File: config.mk
export PLATFORM = sky130hd
export DESIGN_NAME = pipe_skid_register
export DESIGN_NICKNAME = d
export VERILOG_FILES = /design/src/rtl/pipe_pkg.sv /design/src/rtl/pipe_skid_register_ctrl.sv /design/src/rtl/pipe_skid_register.sv
export SDC_FILE = /design/constraint.sdc
export NUM_CORES = 1
export LEC_CHECK = 0
export BUFFER_PORTS_ARGS = -buffer_cell sky130_fd_sc_hd__buf_2
export CORE_ASPECT_RATIO = 1.75
export CORE_MARGIN = 3
export CORE_UTILIZATION = 30
export CTS_CLUSTER_DIAMETER = 120
export CTS_CLUSTER_SIZE = 8
export DETAILED_ROUTE_END_ITERATION = 10
export REMOVE_ABC_BUFFERS = 1
export SLEW_MARGIN = 20
export SYNTH_ARGS = -nofsm -noshare
export SYNTH_HDL_FRONTEND = slang
export SYNTH_SLANG_ARGS = --single-unit
File: constraint.sdc
create_clock -name clk -period 1.6 [get_ports clk]
set_input_delay 0.08 -clock clk [delete_from_list [all_inputs] [get_ports clk]]
set_output_delay 0.08 -clock clk [all_outputs]
set_load 0.005 [all_outputs]
File: src/rtl/pipe_pkg.sv
// Shared types for the skid pipeline stage register.
// State encoding and occupancy codes.
package pipe_pkg;

   typedef enum logic [1:0] {
      EMPTY,
      BUSY,
      FULL
   } skid_state_t;

   localparam logic [1:0] OCC_EMPTY = 2'd0;
   localparam logic [1:0] OCC_BUSY  = 2'd1;
   localparam logic [1:0] OCC_FULL  = 2'd2;

endpackage

File: src/rtl/pipe_skid_register_ctrl.sv
// Control FSM for the skid stage register.
// Decodes handshake outputs and datapath load enables.
module skid_ctrl
   import pipe_pkg::*;
(
   input  logic       clk,
   input  logic       reset,
   input  logic       flush,
   input  logic       in_valid,
   input  logic       out_ready,
   output logic       in_ready,
   output logic       out_valid,
   output logic [1:0] occupancy,
   output logic       load_main,
   output logic       sel_skid,
   output logic       load_skid
);

   skid_state_t state_q;
   skid_state_t state_d;
   logic        in_fire;
   logic        out_fire;

   // Outputs decode from registered state only.
   always_comb begin
      in_ready  = (state_q != FULL);
      out_valid = (state_q != EMPTY);
      occupancy = OCC_EMPTY;
      case (state_q)
         BUSY:    occupancy = OCC_BUSY;
         FULL:    occupancy = OCC_FULL;
         default: occupancy = OCC_EMPTY;
      endcase
   end

   assign in_fire  = in_valid & in_ready;
   assign out_fire = out_valid & out_ready;

   // Next state and load enables; flush wins over any fire.
   always_comb begin
      state_d   = state_q;
      load_main = 1'b0;
      sel_skid  = 1'b0;
      load_skid = 1'b0;
      if (flush) begin
         state_d = EMPTY;
      end else begin
         case (state_q)
            EMPTY: begin
               if (in_fire) begin
                  state_d   = BUSY;
                  load_main = 1'b1;
               end
            end
            BUSY: begin
               if (in_fire && out_fire) begin
                  load_main = 1'b1;
               end else if (in_fire) begin
                  state_d   = FULL;
                  load_skid = 1'b1;
               end else if (out_fire) begin
                  state_d = EMPTY;
               end
            end
            FULL: begin
               if (out_fire) begin
                  state_d   = BUSY;
                  load_main = 1'b1;
                  sel_skid  = 1'b1;
               end
            end
            default: state_d = EMPTY;
         endcase
      end
   end

   // State register.
   always_ff @(posedge clk or negedge reset) begin
      if (!reset) state_q <= EMPTY;
      else        state_q <= state_d;
   end

endmodule

File: src/rtl/pipe_skid_register.sv
// Pipeline stage register with one skid entry,
// registered in_ready, flush and a stall counter.
module pipe_skid_register
   import pipe_pkg::*;
#(
   parameter int               WIDTH       = 64,
   parameter logic [WIDTH-1:0] RESET_VALUE = '0,
   parameter int               STALL_CNT_W = 16
) (
   input  logic                   clk,
   input  logic                   reset,
   input  logic                   flush,
   input  logic                   in_valid,
   output logic                   in_ready,
   input  logic [WIDTH-1:0]       in_data,
   output logic                   out_valid,
   input  logic                   out_ready,
   output logic [WIDTH-1:0]       out_data,
   output logic [1:0]             occupancy,
   output logic [STALL_CNT_W-1:0] stall_count
);

   logic                   load_main;
   logic                   sel_skid;
   logic                   load_skid;
   logic [WIDTH-1:0]       main_q;
   logic [WIDTH-1:0]       main_d;
   logic [WIDTH-1:0]       skid_q;
   logic [WIDTH-1:0]       skid_d;
   logic [STALL_CNT_W-1:0] stall_q;
   logic [STALL_CNT_W-1:0] stall_d;

   skid_ctrl u_ctrl (
      .clk       (clk),
      .reset     (reset),
      .flush     (flush),
      .in_valid  (in_valid),
      .out_ready (out_ready),
      .in_ready  (in_ready),
      .out_valid (out_valid),
      .occupancy (occupancy),
      .load_main (load_main),
      .sel_skid  (sel_skid),
      .load_skid (load_skid)
   );

   // Datapath next values; main refills from skid when draining FULL.
   always_comb begin
      main_d = main_q;
      skid_d = skid_q;
      if (flush) begin
         main_d = RESET_VALUE;
         skid_d = RESET_VALUE;
      end else begin
         if (load_main) main_d = sel_skid ? skid_q : in_data;
         if (load_skid) skid_d = in_data;
      end
   end

   // Saturating stall count; flush leaves it alone.
   always_comb begin
      stall_d = stall_q;
      if (out_valid && !out_ready && (stall_q != '1))
         stall_d = stall_q + 1'b1;
   end

   // Datapath and counter registers.
   always_ff @(posedge clk or negedge reset) begin
      if (!reset) begin
         main_q  <= RESET_VALUE;
         skid_q  <= RESET_VALUE;
         stall_q <= '0;
      end else begin
         main_q  <= main_d;
         skid_q  <= skid_d;
         stall_q <= stall_d;
      end
   end

   assign out_data    = main_q;
   assign stall_count = stall_q;

endmodule

# Word level (Yosys, flattened, before mapping)
# Index checks and enable logic that the tools add are counted.
classes:
  n_reduce_logical: 9
  eq_ne: 8
  bitwise: 2
  mux: 23
  add_sub_neg: 1
op_table:
  columns: ["cell", "n"]
  rows:
  - ["$mux W64", 5]
  - ["$add A16 B1 Y16 const B", 1]
  - ["$ne A16 B16 Y1 const B", 1]
  - ["$mux W2", 6]
  - ["$mux W1", 9]
  - ["$ne A3 B2 Y1 const B", 2]
  - ["$pmux W2 S3", 1]
  - ["$reduce_bool A2 Y1", 3]
  - ["$ne A4 B2 Y1 const B", 1]
  - ["$pmux W2 S2", 1]
  - ["$reduce_and A4 Y1", 1]
  - ["$logic_and A1 B1 Y1", 3]
  - ["$ne A3 B3 Y1 const B", 1]
  - ["$pmux W1 S3", 1]
  - ["$and A1 B1 Y1", 2]
  - ["$eq A2 B1 Y1 const B", 1]
  - ["$eq A2 B2 Y1 const B", 1]
  - ["$logic_not A2 Y1", 1]
  - ["$ne A2 B2 Y1 const B", 1]
  - ["$logic_not A1 Y1", 1]
word_totals:
  regBits: 146

# Depth between registers and ports, before layout
depth:
  word_depth: 8
  depth_mapped: 7
  mapped_depth_nobuf: 5

# By module
# Synthesis repeated with hierarchy kept, for this count alone.
hier_totals:
  hier_cells: 578
  hier_area_um2: 6570.1
by_module_without_submodules:
  columns: ["mod", "instances", "seq_area_each_um2", "area_each_um2", "cells_per_inst"]
  rows:
  - ["pipe_skid_register", 1, 3603.5, 6426.2, 562]
  - ["skid_ctrl", 1, 50.0, 143.9, 16]

# Worst setup path after synthesis
# No wires, ideal clock.
synth_timing:
  kind: "register to register"
  start: "reg stall_q[0] (netlist: stall_count[0])"
  end: "reg stall_q[9] (netlist: stall_count[9])"
  path_stages_with_launch: 7
  required_ns: 1.520
  path_buffers: 1
  slack_ns: 0.018
  arrival_ns: 1.502
  path_cell_list: "dfrtp_1 ha_1 nand4_1 o41a_1 buf_2 nand4_1 xnor2_1"
synth_between:
  elab_chain_len: 2
  word_cells_on_any_way: 3
  classes_between: "add/sub: 1; eq/ne: 1; reduce/logical: 1"
synth_lines:
  columns: ["item", "line", "source"]
  rows:
  - ["start: declaration", "pipe_skid_register.sv:30", "logic [STALL_CNT_W-1:0] stall_q;"]
  - ["start signal: assignment", "pipe_skid_register.sv:76", "stall_q <= stall_d;"]
  - ["branches (longest 2 deep; another with $add A16 B1 Y16)", null, null]
# Several ways; the timed one is not identified.
# A chain may end at the register's enable or synchronous reset.

# Worst setup path after layout
layout_timing:
  start: "reg u_ctrl.state_q[1]"
  end: "reg main_q[13] (netlist: out_data[13])"
layout_between:
  elab_chain_len: 8
  word_cells_on_any_way: 19
  classes_between: "eq/ne: 3; mux: 10; bitwise: 2; reduce/logical: 4"
layout_lines:
  columns: ["item", "line", "source"]
  rows:
  - ["start: declaration", "pipe_skid_register_ctrl.sv:19", "skid_state_t state_q;"]
  - ["start signal: assignment", "pipe_skid_register_ctrl.sv:80", "else state_q <= state_d;"]
  - ["$reduce_bool A2 Y1", "pipe_skid_register_ctrl.sv:27", "out_valid = (state_q != EMPTY);"]
  - ["$and A1 B1 Y1", "pipe_skid_register_ctrl.sv:37", "assign out_fire = out_valid & out_ready;"]
  - ["$mux W1", "pipe_skid_register_ctrl.sv:66", "if (out_fire) begin"]
  - ["$mux W1", "pipe_skid_register_ctrl.sv:48", "case (state_q)"]
  - ["$mux W1", "pipe_skid_register_ctrl.sv:45", "if (flush) begin"]
  - ["$mux W64 (2 in a row)", "pipe_skid_register.sv:55", "if (load_main) main_d = sel_skid ? skid_q : in_data;"]
  - ["$mux W64", "pipe_skid_register.sv:51", "if (flush) begin"]
  - ["end signal: assignment", "pipe_skid_register.sv:74", "main_q <= main_d;"]
  - ["end: declaration", "pipe_skid_register.sv:26", "logic [WIDTH-1:0] main_q;"]
# Several ways; a longest one is shown, not always the timed one. The select of a mux whose other input is x is not followed.

==> summary.txt <==
DR DRC count -> 0
Portion of netlist area occupied by mux cells -> 9.94%
Share of synthesized cell area in full adder, half adder and majority cells -> 0.185%
Post-route setup slack -> -0.00589 ns
DRT Wirelength -> 20200 um
Top library cells by usage in the layout, fill and taps aside -> 150 x buf_2, 143 x dfrtp_1, 67 x nor2_1, 66 x dlygate4sd3_1, 62 x a211oi_2
Start point of the critical path -> u_ctrl.state_q[1]
Placed inst area -> 8250 sq um
Die outline width -> 120 um
Maximum operating frequency -> 623 MHz
Antenna viol nets, final -> 0
Mapped cell area -> 6770 sq um
Initial detailed-routing violation count -> 268
Final Hold Fails -> 0
Standby leakage power -> 4.62 nW
Register bit count reported by yosys -> 146
Post-synth EDFFs -> 0
Final std cell area, no fill -> 10300 sq um
Maximum net fanout on the critical path -> 8
Maximum clock skew at final layout -> 0.00974 ns
Synthesized instance count -> 578
Main combinational cell family by area after synthesis -> compound AO/OA/AOI/OAI gates
Final Power -> 9.97 mW
Startpoint of the most critical hold path -> flush
Area of the placeable core -> 22200 sq um
Share of synthesized flip-flops with an asynchronous set or reset -> 100%
Total iterations of the first detailed-routing run -> 4
Antenna violations before repair -> 0
Number of antenna repair diodes -> 0
Port Buffers -> 152
Global placer's final weighted congestion -> 0.765
Maximum number of pins on one net before global-route repair -> 60
Final #Nets -> 925
Compound-gate portion of the synthesized area -> 19.0%
Leading cell type in the layout, fill and taps excluded -> buf_2
# fillers -> 2052
Proportion of synthesized chip area in sequential cells -> 53.9%
Vias in the first global route -> 5630
Setup violations, final -> 1
Largest voltage drop on the vdd net -> 664 uV
Signed area change from the synthesized netlist to the final layout -> 51.8%
Total global routing overflow -> 0
Share of layout cells above drive strength 1 -> 45.4%
Worst hold-check path type -> in -> reg
Clock tree from TritonCTS -> yes
Final critical-path required period -> 1.61 ns
Wire length of the first global-routing pass -> 30100 um
Worst path required time -> 1.95 ns
CTS buffer count -> 17
Kind of capture point of the worst setup path -> flip-flop
Clk slew on worst S/H paths -> 0.07 ns
Max-slew headroom at the worst pin -> 67.4%
Share of the cycle needed by the critical path after routing -> 100%
Xor and xnor area share after synthesis -> 1.68%
Clock Tree Root -> clkbuf_16
Top_reg_cell synth -> dfrtp_1
Post-Syn Area per Cell -> 11.7 sq um
Total vias in the final route -> 5565
Slew Limit Fails -> 0
Clock latency at the later pin of the worst-skew pair -> 0.44 ns
Crit path launch type -> flip-flop
Post-synthesis share of cell area spent on and, or, nand and nor gates -> 10.7%
Total track usage -> 15.8%
Worst setup path category -> reg -> reg
Average routed wire per standard cell -> 17.3 um
Count of unique library cells instantiated by Yosys -> 40
CTS sink count -> 146
Least-Margin Pin Slew -> 0.488 ns
Count of synthesis-stage warnings from yosys -> 0
MaxCap Viol Count -> 0
Status -> finished, violations left
Arrival time reported for the critical path endpoint -> 1.96 ns
Violated checks -> setup timing
# H-tree levels -> 4
P per Cell Area -> 970 nW/um^2
Starting density of the core -> 30.6%
Number of rows in the core area -> 72
Unrepaired setup endpoints after global routing -> yes
Die height -> 205 um
Detailed placer's ending HPWL -> 12000 um
Deepest clock path buffer count -> 2
Worst setup timing slack at the placement stage -> -0.0355 ns
Area enclosed by the die boundary -> 24500 sq um
Via density per instance -> 4.78
FF-to-FF Start -> u_ctrl.state_q[1]
Number of top-level design ports -> 153
==> where the power goes <==
part / switching (mW) / internal [mW] / leakage, nW / total (mW)
Sequential: 0.175 / 3.94 / 1.96 / 4.12
Clock: 1.64 / 2.33 / 0.279 / 3.97
Combinational: 0.894 / 0.986 / 2.38 / 1.88
==> cell families after synthesis <==
logic type | after synthesis
and+or+nand+nor | 168
DFF | 146
AOI/OAI and AO/OA | 136
muxes | 67
buffers and inverters | 47
xor gates and xnor gates | 13
adders and majority gates | 1
==> synthesized netlist by cell type, types with 9 or more instances <==
master      n  area, sq um
a211oi_2   60          751
buf_2      13         65.1
a21oi_1    30          150
dfrtp_1   146         3650
mux2i_1    65          651
nand2_1    66          248
nand4_1     9         56.3
nor2_1     71          267
clkbuf_1   23         86.3
xnor2_1    10         87.6
a22o_1     34          298
==> metrics by stage <==
step	util (%)	hold slack (ns)	setup TNS, ns	cells
floorplan	-	-0.216	-396.95	532
global placement	37.2	0.0338	-0.259	1034
detailed placement	37.2	0.0318	-0.663	1034
CTS	43.5	0.0190	-0.0717	1139
global route	46.4	0.0529	-4.27	1164
finish	46.4	0.0469	-0.00589	1164
==> per-layer routing <==
layer	global-route usage, %	part of all wire [%]	up-vias
met2	28.3	54	129
li1	-	-	2618
met4	7.05	2.7	0
met1	17.8	40	2788
met5	0	0	-
met3	3.45	3.7	30
==> worst paths after layout <==
check,to,slack (ns),depth (start not counted)
max in group asynchronous,out_data[62],0.86,3
setup / recovery,out_data[13],-0.006,8
min in group asynchronous,skid_q[33],0.13,2
setup reg to reg,out_data[13],-0.006,8
hold reg to reg,skid_q[58],0.50,1
hold / removal,out_data[47],0.05,3
==> final cells by class <==
cell class                      count  area, sq um  share of cell area (%)
Sequential cell                   146         3660                    35.6
Clock inverter                     13          138                    1.34
Timing Repair Buffer              304         2610                    25.3
Multi-Input combinational cell    385         3070                    29.8
Inverter                            1         3.75                  0.0365
Tap cell                          296          370                    3.60
Clock buffer                       19          443                    4.31
==> worst max-delay path, cell delays in order (launching register included) <==
cell      delay [ns]
dfrtp_2         0.46
buf_6           0.14
nand3b_1        0.12
o21ai_4         0.10
buf_12          0.16
buf_12          0.14
buf_12          0.13
buf_4           0.12
a211oi_2        0.16
==> what timing repair did <==
item	4_1_cts	5_1_grt
gates resized for setup	10	74
hold buffers	66	0
setup buffers	5	14
gates cloned	2	12
endpoints found under the hold margin	232	0
endpoints found under the setup margin	111	133
pin swaps	2	20
==> flip-flops by register name (all words and copies together), names as in the netlist <==
signal	count
out_data	64
skid_q	64
stall_count	16
u_ctrl.state_q	2
No activity file was read; power rests on OpenSTA's default activity.
